==> config.mk <==
export PLATFORM = sky130hd
export DESIGN_NAME = imm_gen_pipe
export DESIGN_NICKNAME = d
export VERILOG_FILES = /design/src/rtl/imm_gen_pipe.sv
export SDC_FILE = /design/constraint.sdc
export NUM_CORES = 1
export LEC_CHECK = 0
export CORE_UTILIZATION = 68
export DETAILED_ROUTE_END_ITERATION = 12
export DONT_BUFFER_PORTS = 1
export PLACE_DENSITY_LB_ADDON = 0.25
export RECOVER_POWER = 50
export SLEW_MARGIN = 30
export SYNTH_ARGS = -nofsm -noshare
export SYNTH_HDL_FRONTEND = slang
export SYNTH_SLANG_ARGS = --single-unit
==> constraint.sdc <==
create_clock -name clk -period 4 [get_ports clk]
set_clock_uncertainty 0.1 [all_clocks]
set_input_delay 0.8 -clock clk [delete_from_list [all_inputs] [get_ports clk]]
set_output_delay 0.8 -clock clk [all_outputs]
set_load 0.005 [all_outputs]
==> src/rtl/imm_gen_pipe.sv <==
// Registered RV immediate generator with valid/ready handshake and a 2-entry skid buffer.
// Format decode, sign-extension to XLEN and shift-amount extraction happen on the input side.
module imm_gen_pipe #(
  parameter int XLEN = 32
) (
  input  logic            clk,
  input  logic            rst_n,
  input  logic            flush,
  input  logic            in_valid,
  output logic            in_ready,
  input  logic [31:0]     instr,
  output logic            out_valid,
  input  logic            out_ready,
  output logic [XLEN-1:0] imm,
  output logic [2:0]      fmt,
  output logic            is_shamt
);

  localparam int SHAMT_W = (XLEN == 64) ? 6 : 5;

  typedef struct packed {
    logic [XLEN-1:0] imm;
    logic [2:0]      fmt;
    logic            sh;
  } ent_t;

  ent_t       dec, m_q, s_q;
  logic       m_vld, s_vld;
  logic       acc;
  logic [6:0] op;
  logic [2:0] f3;

  assign op = instr[6:0];
  assign f3 = instr[14:12];

  always_comb begin
    dec     = '0;
    dec.fmt = 3'd7;
    case (op)
      7'b0010011, 7'b0000011, 7'b1100111, 7'b0011011: begin
        dec.fmt = 3'd1;
        dec.imm = XLEN'($signed(instr[31:20]));
        if ((op == 7'b0010011 || op == 7'b0011011) && (f3 == 3'b001 || f3 == 3'b101)) begin
          dec.sh  = 1'b1;
          // word shifts only ever use 5 shamt bits, even at XLEN=64
          dec.imm = (op == 7'b0011011) ? XLEN'(instr[24:20]) : XLEN'(instr[20 +: SHAMT_W]);
        end
      end
      7'b0100011: begin
        dec.fmt = 3'd2;
        dec.imm = XLEN'($signed({instr[31:25], instr[11:7]}));
      end
      7'b1100011: begin
        dec.fmt = 3'd3;
        dec.imm = XLEN'($signed({instr[31], instr[7], instr[30:25], instr[11:8], 1'b0}));
      end
      7'b0110111, 7'b0010111: begin
        dec.fmt = 3'd4;
        dec.imm = XLEN'($signed({instr[31:12], 12'b0}));
      end
      7'b1101111: begin
        dec.fmt = 3'd5;
        dec.imm = XLEN'($signed({instr[31], instr[19:12], instr[20], instr[30:21], 1'b0}));
      end
      7'b0110011, 7'b0111011: dec.fmt = 3'd0;
      default: ;
    endcase
  end

  // in_ready depends only on registered skid state, never on out_ready
  assign in_ready = ~s_vld;
  assign acc      = in_valid & ~s_vld;

  always_ff @(posedge clk or negedge rst_n) begin
    if (!rst_n) begin
      m_vld <= 1'b0;
      s_vld <= 1'b0;
      m_q   <= '0;
      s_q   <= '0;
    end else if (flush) begin
      m_vld <= 1'b0;
      s_vld <= 1'b0;
    end else if (m_vld && !out_ready) begin
      if (acc) begin
        s_q   <= dec;
        s_vld <= 1'b1;
      end
    end else if (s_vld) begin
      m_q   <= s_q;
      m_vld <= 1'b1;
      s_vld <= 1'b0;
    end else begin
      m_vld <= acc;
      if (acc) m_q <= dec;
    end
  end

  assign out_valid = m_vld;
  assign imm       = m_q.imm;
  assign fmt       = m_q.fmt;
  assign is_shamt  = m_q.sh;

endmodule

==> results.cfg <==
[place]
post-place-cells = 423
portBuffers = 0
dpl.hpwl_um = 5350
place.gp.congestion = 0.858

[global_routing]
overflow = 0
grt_usage = 0.317
grt_antenna_before_repair = 0
grt_pass1_wl_um = 12800
grt_pass1_vias = 2626
grt_max_degree = 75

[power]
ir_drop_mv = 0.220
powerDensity_nw_per_um2 = 448
leakage_nw = 1.62

[floorplan]
die-height_um = 74.8
core_area_um2 = 5110
dieWidth_um = 74.8
die_area_um2 = 5600
row_count = 26
ios = 75
initial_utilization = 0.706

[logic_synthesis]
synth_cells = 378
synthArstFlopShare = 1.00
synthTopCellsByArea = dfrtp_1 (51%), o21ai_0 (6.1%), nand2_1 (5.3%)
ys_ff_latch = 74
synth_seq_area_share = 0.513
synth_edf_count = 0
synthFlopType = dfrtp_1
synth_fp_nets = 415
yosysUniqueCellTypes = 52
netlist_area_um2 = 3610
avgSynthCellArea_um2 = 9.54
yosys_warnings = 0
synth_top_area_cell = dfrtp_1
synth.top_cell.area_share = 0.513

[clock_network]
clock-sinks = 74
cts.repair.resized = 0
root_buffer = clkbuf_8
postCtsSetupBuffers = 0
tritoncts = yes
htreeDepth = 3
cts_buffer_depth = 2
cts_buffers = 9
clkTransAtPathRegs_ns = 0.08
cts_hold_buffers = 0
clk_latency_ns = 0.36

[sta]
min_period_ns = 2.52
rsz0062_at_grt = false
whs_ns = 0.0296
fmax_mhz = 396
setup_viol = 0
tns_ns = 0
finalHoldViolations = 0
slew_headroom = 0.437
final-max-slew-violation-count = 0
worst_pin_slew_ns = 0.844
post-route-period-util = 0.631

[detailed_routing]
drcViolationCount = 0
routedWlPerCell_um = 18.8
viasPerCell = 6.55
via_count = 2870
firstDrtPassIters = 4
drtIter0Drc = 221
wirelength_um = 8220
drtAntennaViolNets = 0

[run_status]
status = completed

[setup_path]
r2r_start = s_vld
reg2reg_depth = 5
cp.arrival_ns = 2.63
r2r_end = imm[30]
end_kind = register
crit_fanout = 37
startpoint_type = register
reg2reg_slack_ns = 1.48
cp.required_ns = 4.11
crit_type = register to register

[final_layout]
nFillCells = 363
final_common_cell = dfrtp_1
final_cell_mix = dfrtp_1 (74), nand2_1 (51), o21ai_0 (44)
area_growth_pct = 6.14
layout-drive-gt1-share = 0.128
final_cell_count_no_fill = 438
final_nets = 401
antenna_cells = 0

[job]
drv_cap = 0

[hold_path]
hp-class = input pin to asynchronous set/reset pin
-- logic make-up after synthesis --
logic type,Yosys count,share of synthesized area
AOI/OAI and AO/OA,135,0.237
buffers and inverters,33,0.0420
DFF,74,0.513
muxes,2,0.00555
and+or+nand+nor,134,0.202
-- Yosys cell counts (2+ instances only) --
master / number
or3_1: 19
clkbuf_1: 15
nand2_1: 51
o21ai_0: 44
o21ai_1: 10
nor3_2: 2
nand2b_1: 2
nand4_1: 2
a31oi_1: 10
nor2_4: 2
nor2b_1: 3
nand3_1: 2
a21oi_1: 31
buf_6: 2
a221o_1: 6
a32oi_1: 5
dfrtp_1: 74
nor2_1: 18
and3_1: 15
nor3_1: 3
a22o_1: 6
mux2i_1: 2
a21oi_2: 12
inv_1: 5
buf_2: 10
-- metrics by stage --
stage          power (mW)  setup WS, ns  cell area, µm²  utilization
2_1_floorplan        1.01          1.90            3610            -
3_3_place_gp         1.03          1.45            3600        0.704
3_5_place_dp         1.04          1.45            3600        0.704
4_1_cts              1.72          1.53            3830        0.750
5_1_grt              1.78          1.32            3830        0.750
6_report             1.72          1.48            3830        0.750
-- per-layer routing --
metal  track usage  wire length (µm)  vias to the layer above
met5             0                 0                        -
met1         0.432              3370                     1402
met4         0.124               146                        0
met2         0.484              3980                      124
met3        0.0884               727                       10
li1              -                 -                     1334
-- area by class of cell --
cell class                 count  area (µm²)  share of cell area
multi-input combinational    271        1620               0.422
clock inverter                 5         104              0.0271
sequential                    74        1850               0.484
tap                           70        87.6              0.0229
timing repair buffer           3        22.5             0.00588
clock buffer                  10         128              0.0333
inverter                       5        18.8             0.00490
-- worst max-delay path by stage --
stage	from	endpoint	slack [ns]
global route	s_vld	imm[13]	1.32
finish	s_vld	imm[30]	1.48
CTS	s_vld	imm[14]	1.53
floorplan	instr[3]	imm[20]	1.90
detailed placement	instr[1]	imm[29]	1.45
global placement	in_valid	imm[18]	1.45
-- critical path, cell delays in order (launching register included) --
cell,delay (ns)
dfrtp_1,0.72
nor2_1,0.23
or3_2,0.76
or3_1,0.42
o21ai_0,0.10
a21oi_2,0.04
-- power by group --
group	total, mW	internal, mW	leakage (nW)	switching [mW]
logic	0.147	0.0615	0.544	0.0851
registers	0.882	0.828	0.958	0.0544
clock network	0.687	0.411	0.116	0.276
total	1.72	1.30	1.62	0.416
-- registers in the layout, indices dropped and copies added, names as in the netlist --
| register | count |
|---|---|
| out_valid | 1 |
| s_vld | 1 |
| imm | 32 |
| s_q | 36 |
| fmt | 3 |
| is_shamt | 1 |
Power figures use the tool's default switching activity.
